==> src/rtl/mem_arbiter.sv <==
// mem_arbiter: single-port RAM arbiter shared by instruction fetch and data
// load/store. One transfer is outstanding at a time; data requests win over
// fetches. A transfer that sees no i_ramReady for MAX_WAIT busy cycles is
// aborted with an o_error pulse, and the still-held request is retried.
// Ports:
//   clk, rst                      clock, synchronous active-high reset
//   i_ifReq/i_ifAddr              fetch request and address
//   o_ifInst/o_ifValid            fetched word and one-cycle completion pulse
//   i_memReadEnable/WriteEnable   load/store request (store wins if both)
//   i_memAddr/i_memSel/i_memWData data address, byte lanes, store data
//   o_memRData/o_memValid         load data and one-cycle completion pulse
//   o_ramEnable/o_ramWrite/o_ramAddr/o_ramSel/o_ramWData  RAM request
//   i_ramRData/i_ramReady         RAM read data and completion strobe
//   o_stallReq                    combinational pipeline stall
//   o_error                       one-cycle timeout pulse
module mem_arbiter #(
  parameter int unsigned ADDR_WIDTH = 32,
  parameter int unsigned DATA_WIDTH = 32,
  parameter int unsigned MAX_WAIT   = 15
) (
  input  logic                  clk,
  input  logic                  rst,
  input  logic                  i_ifReq,
  input  logic [ADDR_WIDTH-1:0] i_ifAddr,
  output logic [DATA_WIDTH-1:0] o_ifInst,
  output logic                  o_ifValid,
  input  logic                  i_memReadEnable,
  input  logic                  i_memWriteEnable,
  input  logic [ADDR_WIDTH-1:0] i_memAddr,
  input  logic [3:0]            i_memSel,
  input  logic [DATA_WIDTH-1:0] i_memWData,
  output logic [DATA_WIDTH-1:0] o_memRData,
  output logic                  o_memValid,
  output logic                  o_ramEnable,
  output logic                  o_ramWrite,
  output logic [ADDR_WIDTH-1:0] o_ramAddr,
  output logic [3:0]            o_ramSel,
  output logic [DATA_WIDTH-1:0] o_ramWData,
  input  logic [DATA_WIDTH-1:0] i_ramRData,
  input  logic                  i_ramReady,
  output logic                  o_stallReq,
  output logic                  o_error
);

  localparam int unsigned CNT_W = $clog2(MAX_WAIT + 1);

  typedef enum logic [1:0] {S_IDLE, S_DATA, S_INST} state_t;

  state_t                state_q, state_d;
  logic [CNT_W-1:0]      cnt_q, cnt_d;
  logic                  ram_enable_q, ram_enable_d;
  logic                  ram_write_q, ram_write_d;
  logic [ADDR_WIDTH-1:0] ram_addr_q, ram_addr_d;
  logic [3:0]            ram_sel_q, ram_sel_d;
  logic [DATA_WIDTH-1:0] ram_wdata_q, ram_wdata_d;
  logic [DATA_WIDTH-1:0] if_inst_q, if_inst_d;
  logic [DATA_WIDTH-1:0] mem_rdata_q, mem_rdata_d;
  logic                  if_valid_q, if_valid_d;
  logic                  mem_valid_q, mem_valid_d;
  logic                  error_q, error_d;

  // A requester is not served again while its valid pulse is out: it is
  // still holding the request it just had completed.
  logic data_pend, if_pend;
  assign data_pend = (i_memReadEnable | i_memWriteEnable) & ~mem_valid_q;
  assign if_pend   = i_ifReq & ~if_valid_q;

  assign o_stallReq = data_pend | if_pend;

  // Next-state, grant, completion and timeout logic.
  always_comb begin
    state_d      = state_q;
    cnt_d        = cnt_q;
    ram_enable_d = ram_enable_q;
    ram_write_d  = ram_write_q;
    ram_addr_d   = ram_addr_q;
    ram_sel_d    = ram_sel_q;
    ram_wdata_d  = ram_wdata_q;
    if_inst_d    = if_inst_q;
    mem_rdata_d  = mem_rdata_q;
    if_valid_d   = 1'b0;
    mem_valid_d  = 1'b0;
    error_d      = 1'b0;

    case (state_q)
      S_IDLE: begin
        if (data_pend) begin
          state_d      = S_DATA;
          cnt_d        = '0;
          ram_enable_d = 1'b1;
          ram_write_d  = i_memWriteEnable;
          ram_addr_d   = i_memAddr;
          ram_sel_d    = i_memSel;
          ram_wdata_d  = i_memWriteEnable ? i_memWData : '0;
        end else if (if_pend) begin
          state_d      = S_INST;
          cnt_d        = '0;
          ram_enable_d = 1'b1;
          ram_write_d  = 1'b0;
          ram_addr_d   = i_ifAddr;
          ram_sel_d    = 4'b1111;
          ram_wdata_d  = '0;
        end
      end
      S_DATA, S_INST: begin
        if (i_ramReady) begin
          if (state_q == S_DATA) begin
            mem_rdata_d = i_ramRData;
            mem_valid_d = 1'b1;
          end else begin
            if_inst_d  = i_ramRData;
            if_valid_d = 1'b1;
          end
          ram_enable_d = 1'b0;
          cnt_d        = '0;
          state_d      = S_IDLE;
        end else if (cnt_q == CNT_W'(MAX_WAIT - 1)) begin
          // This busy cycle is the MAX_WAIT-th without ready: abort.
          ram_enable_d = 1'b0;
          error_d      = 1'b1;
          cnt_d        = '0;
          state_d      = S_IDLE;
        end else begin
          cnt_d = cnt_q + CNT_W'(1);
        end
      end
      default: state_d = S_IDLE;
    endcase
  end

  // State and output registers.
  always_ff @(posedge clk) begin
    if (rst) begin
      state_q      <= S_IDLE;
      cnt_q        <= '0;
      ram_enable_q <= 1'b0;
      ram_write_q  <= 1'b0;
      ram_addr_q   <= '0;
      ram_sel_q    <= '0;
      ram_wdata_q  <= '0;
      if_inst_q    <= '0;
      mem_rdata_q  <= '0;
      if_valid_q   <= 1'b0;
      mem_valid_q  <= 1'b0;
      error_q      <= 1'b0;
    end else begin
      state_q      <= state_d;
      cnt_q        <= cnt_d;
      ram_enable_q <= ram_enable_d;
      ram_write_q  <= ram_write_d;
      ram_addr_q   <= ram_addr_d;
      ram_sel_q    <= ram_sel_d;
      ram_wdata_q  <= ram_wdata_d;
      if_inst_q    <= if_inst_d;
      mem_rdata_q  <= mem_rdata_d;
      if_valid_q   <= if_valid_d;
      mem_valid_q  <= mem_valid_d;
      error_q      <= error_d;
    end
  end

  assign o_ramEnable = ram_enable_q;
  assign o_ramWrite  = ram_write_q;
  assign o_ramAddr   = ram_addr_q;
  assign o_ramSel    = ram_sel_q;
  assign o_ramWData  = ram_wdata_q;
  assign o_ifInst    = if_inst_q;
  assign o_memRData  = mem_rdata_q;
  assign o_ifValid   = if_valid_q;
  assign o_memValid  = mem_valid_q;
  assign o_error     = error_q;

endmodule

==> config.mk <==
export PLATFORM = sky130hd
export DESIGN_NAME = mem_arbiter
export DESIGN_NICKNAME = d
export VERILOG_FILES = /design/src/rtl/mem_arbiter.sv
export SDC_FILE = /design/constraint.sdc
export NUM_CORES = 1
export LEC_CHECK = 0
export BUFFER_PORTS_ARGS = -buffer_cell sky130_fd_sc_hd__buf_2
export CORE_ASPECT_RATIO = 0.5
export CORE_UTILIZATION = 42
export CTS_BUF_LIST = sky130_fd_sc_hd__clkbuf_2
export DETAILED_ROUTE_END_ITERATION = 12
export PLACE_DENSITY = 0.74
export REMOVE_ABC_BUFFERS = 1
export SYNTH_ARGS = -nofsm -noshare
export SYNTH_HDL_FRONTEND = slang
export SYNTH_SLANG_ARGS = --single-unit
==> constraint.sdc <==
create_clock -name clk -period 1.7 [get_ports clk]
set_input_delay 0 -clock clk [delete_from_list [all_inputs] [get_ports clk]]
set_output_delay 0 -clock clk [all_outputs]
set_load 0.02 [all_outputs]
Word-level counts from Yosys, hierarchy flattened
Index checks and enable logic that the tools add are counted.

Add/sub/neg operators: 1. Bitwise gates (word level): 9. Multiplexer cells: 27. Equality and inequality tests: 5. Reduce and logical (&&, ||, !) cells: 12.

Operator list (count): $mux W32 (5); $mux W4 (6); $mux W1 (9); $reduce_and A3 Y1 (3); $mux W2 (4); $pmux W4 S2 (1); $ne A3 B3 Y1 const B (2); $reduce_and A2 Y1 (3); $reduce_or A3 Y1 (2); $not A1 Y1 (5); $add A4 B1 Y4 const B (1); $eq A4 B4 Y1 const B (1); $pmux W2 S2 (1); $reduce_bool A2 Y1 (2); $and A1 B1 Y1 (2); $eq A2 B1 Y1 const B (1); $eq A2 B2 Y1 const B (1); $logic_not A2 Y1 (1); $or A1 B1 Y1 (2); $pmux W1 S2 (1); $reduce_or A2 Y1 (1).

Output and inout port bits: 138. Word-level logic and storage cells: 66. Bits of input ports: 138. Bits in registers: 143.

Longest topological paths before layout
Word-level depth: 5. Depth in mapped cells: 8. Gate-level depth less buffers: 6.

Worst setup path after synthesis
OpenSTA, ideal clock, no wires.

Kind: reg-to-reg. From: register state_q[0]. To: register if_inst_q[10], in the netlist o_ifInst[10]. Data arrival time: 1465 ps. Period minus slack after synthesis: 1597 ps. Slack: 103 ps. Cell stages (with the launch flop): 9. Data required time: 1568 ps. Library setup time: 132 ps. Buffers on the path: 2. Path through: dfxtp_1 inv_1 ha_1 nand2_1 or2_2 clkbuf_1 buf_2 nand2_1 a21oi_1.

Word-level cells in the longest chain between the ends: 3. Elaborated cells on any way between the ends: 5. Those cells by class: 2 x eq/ne; 1 x bitwise; 2 x reduce/logical.

RTL lines: from (decl) (line 49) `state_t state_q, state_d;`; from (signal assigned) (line 147) `state_q <= state_d;`; $eq A2 B1 Y1 or $eq A2 B2 Y1 (tied branches) (line 85, 107); $reduce_or A2 Y1 or $not A1 Y1 (tied branches); $reduce_and A3 Y1 (no line) (*); to (signal assigned) (line 154) `if_inst_q <= if_inst_d;`; to (decl) (line 56) `logic [DATA_WIDTH-1:0] if_inst_q, if_inst_d;`.

Mark *: on every way between the ends. The rest lies on a longest branch, timed or not. A chain may end at the register's enable or synchronous reset.

Final worst setup path
From: register state_q[1]. To: register ram_wdata_q[10], in the netlist o_ramWData[10].

Word-level cells in the longest chain between the ends: 2.

RTL lines: $logic_not A2 Y1 (line 85) `case (state_q)`; $reduce_and A2 Y1 (no line); to (signal assigned) (line 153) `ram_wdata_q <= ram_wdata_d;`; to (decl) (line 55) `logic [DATA_WIDTH-1:0] ram_wdata_q, ram_wdata_d;`.

No other way between the ends.

==> flow_results.org <==
** Outcome
- Status :: complete, no violations

** Cells and area
- In the final layout, the share of cells above drive strength 1 is 0.3471.
- The multi-input combinational cells in the finished layout cover a total of 2486 um2.
- The layout has 940 filler cells.
- 0 antenna diodes ended up in the layout.
- Final cell count without fillers :: 1233
- Summing all flip-flop and latch instances after layout gives 2868 um2.
- Layout-stage area growth over the synthesis result :: 57.75%
- Total number of nets in the final design :: 1192

** Synthesis
- Area share of the largest cell type after synthesis :: 0.5120
- By count the netlist is led by sky130_fd_sc_hd__nand2_1 (197), sky130_fd_sc_hd__dfxtp_1 (143), sky130_fd_sc_hd__nor2_1 (78).
- Cells after Synth :: 653
- Total of flip-flops plus latches after synthesis :: 143
- During synthesis, Yosys emitted a total of 0 warnings.
- Yosys mapped a number of flops with a built-in enable equal to 0.
- sky130_fd_sc_hd__dfxtp_1 takes more of the synthesized area than any other cell.
- Among all flip-flop cells after synthesis, the most frequent one is sky130_fd_sc_hd__dfxtp_1.
- Library cells used by synthesis :: 33
- Asr flop ratio synth :: 0
- Among all cell types in the netlist, the one instantiated most often is sky130_fd_sc_hd__nand2_1.
- After synthesis the cells add up to 5592 um2.
- Top cells by area in the synthesized netlist :: sky130_fd_sc_hd__dfxtp_1 (51%), sky130_fd_sc_hd__nand2_1 (13%), sky130_fd_sc_hd__a311oi_2 (8.6%)
- Average size of a mapped cell :: 8.563 um2
- Proportion of synthesized chip area in sequential cells :: 0.5120

** Floorplanning
- The initial utilization of the core area, before any placement, comes to 0.4366.
- Chip width :: 165.2 um
- The core region is 12810 um2.
- 276 I/O pins were placed.
- The floorplan step defined a die boundary enclosing 13810 um2.
- Vertical die dimension :: 83.59 um
- The floorplan has 29 rows.

** Timing
- After routing, the total negative slack on setup checks comes to 0 ps.
- After layout, the worst setup slack is 25.51 ps.
- Setup violations remaining at the end of the flow were counted as 0.
- Clock skew after layout :: 34.91 ps
- Timing would allow up to 0.5972 GHz.
- Share of the cycle needed by the critical path after routing :: 0.9850
- Setup repair after global routing could not meet its margin everywhere.
- The count of endpoints failing hold in the final timing report was 0.
- The count of final max-slew check failures came to 0.
- Final critical-path required period :: 1674 ps
- In this run the tightest slew margin relative to its limit is 0.4649.
- Slew of the pin with the lowest slew margin :: 802.6 ps

** Worst hold path
- Worst hold-check path type :: primary input to flip-flop
- Endpoint with the worst hold slack :: o_memRData[31]
- In this run the most critical hold path is launched from i_ramRData[31].
- Counting instances, the worst hold path has a depth of 4.

** GRT
- The number of global-route vias before repair is 6240.
- Number of antenna violations at the first check in global routing :: 0
- In the global route stage, overall resource usage came out at 0.2716.
- Pin count of the biggest net entering global routing :: 69
- Summed over all layers, the global routing overflow is 0.
- First-pass GRT wire length :: 29.57 mm

** Placement
- Routability congestion estimate from global placement :: 0.8133
- Timing analysis after detailed placement gives a worst setup slack of 56.33 ps.
- Once placement completed, the tool counted placed cells totaling 1059.
- Number of buffer cells added on primary ports :: 275
- The wire-length estimate of the detail-placed layout is 10.36 mm.

** Setup path
- The slowest stage of the critical path belongs to the cell sky130_fd_sc_hd__dfxtp_1.
- The setup check on the worst reg-to-reg path leaves a slack of 30 ps.
- Top fanout value on the critical path :: 33
- The signal on the critical path passes through inv_1 -> ha_4 -> buf_4 -> nand2_1 -> nor2_2 -> buf_12 -> a22oi_1 -> nor2_1.
- Peak per-stage delay on the critical path :: 350 ps
- The setup path with the least slack is of type flip-flop to flip-flop.
- The number of buffers and inverters on the critical path is 3.
- Counting cells, the worst reg-to-reg path comes to 8.
- STA classifies the critical path endpoint as a flip-flop.
- Worst path arrival time :: 2280 ps
- Startpoint kind of the worst setup timing path :: flip-flop
- The startpoint identified for the worst register-to-register timing path is state_q[1].
- The worst register-to-register path ends at o_ramWData[10].
- Required @ worst endpoint :: 2310 ps
- The kind of cell with the highest combined delay along the critical path is buffers and inverters.

** Drt
- DRC violation count after routing :: 0
- Violation count after the first detailed-route iteration :: 336
- Detailed Routing Iterations Pass 1 :: 5
- In the final routed layout, each cell accounts on average for 15.71 um.
- Average via count per standard cell :: 5.167
- The final layout contains routed wiring with a total length of 19.37 mm.
- The routed layout has 6371 vias.
- Antenna-violating nets left :: 0

** Pwr
- LEAKAGE :: 4.011 nW
- IR drop worst, VDD :: 0.5119 mV
- Dividing total power by cell area gives a power density of 973.1 nW/um2.
- The completed layout was analyzed and its total power is 8.584 mW.

** CTS
- TritonCTS Sinks :: 143
- # H-tree levels :: 4
- Buffers inserted during clock tree synthesis total 17.
- Clock transition at the registers of the reported paths :: 230 ps
- TritonCTS built the clock tree.
- Counting along the longest clock path gives a buffer depth of 2.
- Clock latency of the later-clocked register in the worst-skew pair :: 690 ps
- Clock root buffer master :: sky130_fd_sc_hd__clkbuf_2

** Job
- Max-cap check violation count :: 0
==> per-stage QoR <==
step | area, um2 | utilization | hold WS [ps]
3_3_place_gp | 7101 | 0.5544 | 237.7
2_1_floorplan | 5308 | - | 67.86
4_1_cts | 8765 | 0.6843 | 26.59
5_1_grt | 8821 | 0.6887 | 10.27
3_5_place_dp | 7101 | 0.5544 | 239.6
6_report | 8821 | 0.6887 | 73.12
==> power breakdown <==
group / internal (mW) / total (mW) / switching [mW]
registers: 3.70 / 3.88 / 0.179
clock network: 0.671 / 1.95 / 1.28
logic: 1.11 / 2.75 / 1.64
total: 5.49 / 8.58 / 3.10
==> worst max-delay path by stage <==
stage	startpoint	endpoint	slack [ps]	cells past startpoint
after floorplan	o_memValid	o_ramAddr[0]	-1210	4
after global placement	state_q[0]	o_ifInst[0]	90	7
after detailed placement	state_q[0]	o_ifInst[30]	60	7
after CTS	o_ifValid	o_stallReq	8	4
after global routing	state_q[1]	o_ramWData[10]	-40	8
final	state_q[1]	o_ramWData[10]	30	8
==> cell type report <==
class,count,share of cell area
timing repair buffer,430,0.3410
sequential,143,0.3251
multi-input combinational,454,0.2818
tap,170,0.02411
clock inverter,14,0.01603
clock buffer,18,0.01021
inverter,4,0.001702
==> registers in the layout, indices dropped and copies added (netlist names) <==
| signal | flops |
|---|---|
| o_ramEnable | 1 |
| o_ramWrite | 1 |
| o_ramSel | 4 |
| o_error | 1 |
| state_q | 2 |
| o_ramWData | 32 |
| o_memRData | 32 |
| o_ramAddr | 32 |
| o_memValid | 1 |
| o_ifValid | 1 |
| cnt_q | 4 |
| o_ifInst | 32 |
==> kinds of logic after synthesis <==
logic type / count (synthesis) / share of synthesized area
adder cells (fa/ha/maj): 4 / 0.008951
flip-flops: 143 / 0.5120
AND/OR/NAND/NOR: 303 / 0.2139
buffers and inverters: 57 / 0.05348
AO/OA/AOI/OAI: 146 / 0.2117
==> worst register-to-register path, cell delays in order (launching register included) <==
cell and delay [ps]:
sky130_fd_sc_hd__dfxtp_1 350, sky130_fd_sc_hd__inv_1 100, sky130_fd_sc_hd__ha_4 160, sky130_fd_sc_hd__buf_4 200, sky130_fd_sc_hd__nand2_1 110, sky130_fd_sc_hd__nor2_2 150, sky130_fd_sc_hd__buf_12 220, sky130_fd_sc_hd__a22oi_1 150
sky130_fd_sc_hd__nor2_1 210
==> metal layers <==
metal	up-vias	wire (um)	track usage
met2	317	9934	0.4975
met5	-	0	0
met1	2976	7396	0.2883
li1	2996	-	-
met4	0	833	0.1526
met3	82	1209	0.05614
==> placed cells by master, fill, tap and decap left out, types with 5 or more instances in the layout <==
| master | instances |
|---|---|
| sky130_fd_sc_hd__clkinvlp_4 | 5 |
| sky130_fd_sc_hd__nand3_1 | 7 |
| sky130_fd_sc_hd__a311oi_2 | 32 |
| sky130_fd_sc_hd__dfxtp_1 | 141 |
| sky130_fd_sc_hd__nor3_1 | 7 |
| sky130_fd_sc_hd__dlygate4sd3_1 | 137 |
| sky130_fd_sc_hd__buf_12 | 7 |
| sky130_fd_sc_hd__nand2_1 | 197 |
| sky130_fd_sc_hd__buf_2 | 273 |
| sky130_fd_sc_hd__nand2b_1 | 5 |
| sky130_fd_sc_hd__buf_4 | 10 |
| sky130_fd_sc_hd__a21oi_1 | 70 |
| sky130_fd_sc_hd__nor2_1 | 76 |
| sky130_fd_sc_hd__clkbuf_2 | 18 |
| sky130_fd_sc_hd__a22oi_1 | 32 |
==> what timing repair did <==
item,in CTS,in global routing
cloned,1,1
hold buffers,137,0
hold endpoints to repair,143,0
setup endpoints to repair,1,73
pin swaps,0,1
gates resized for setup,5,10
setup buffers,1,3
No activity file was read; power rests on OpenSTA's default activity.
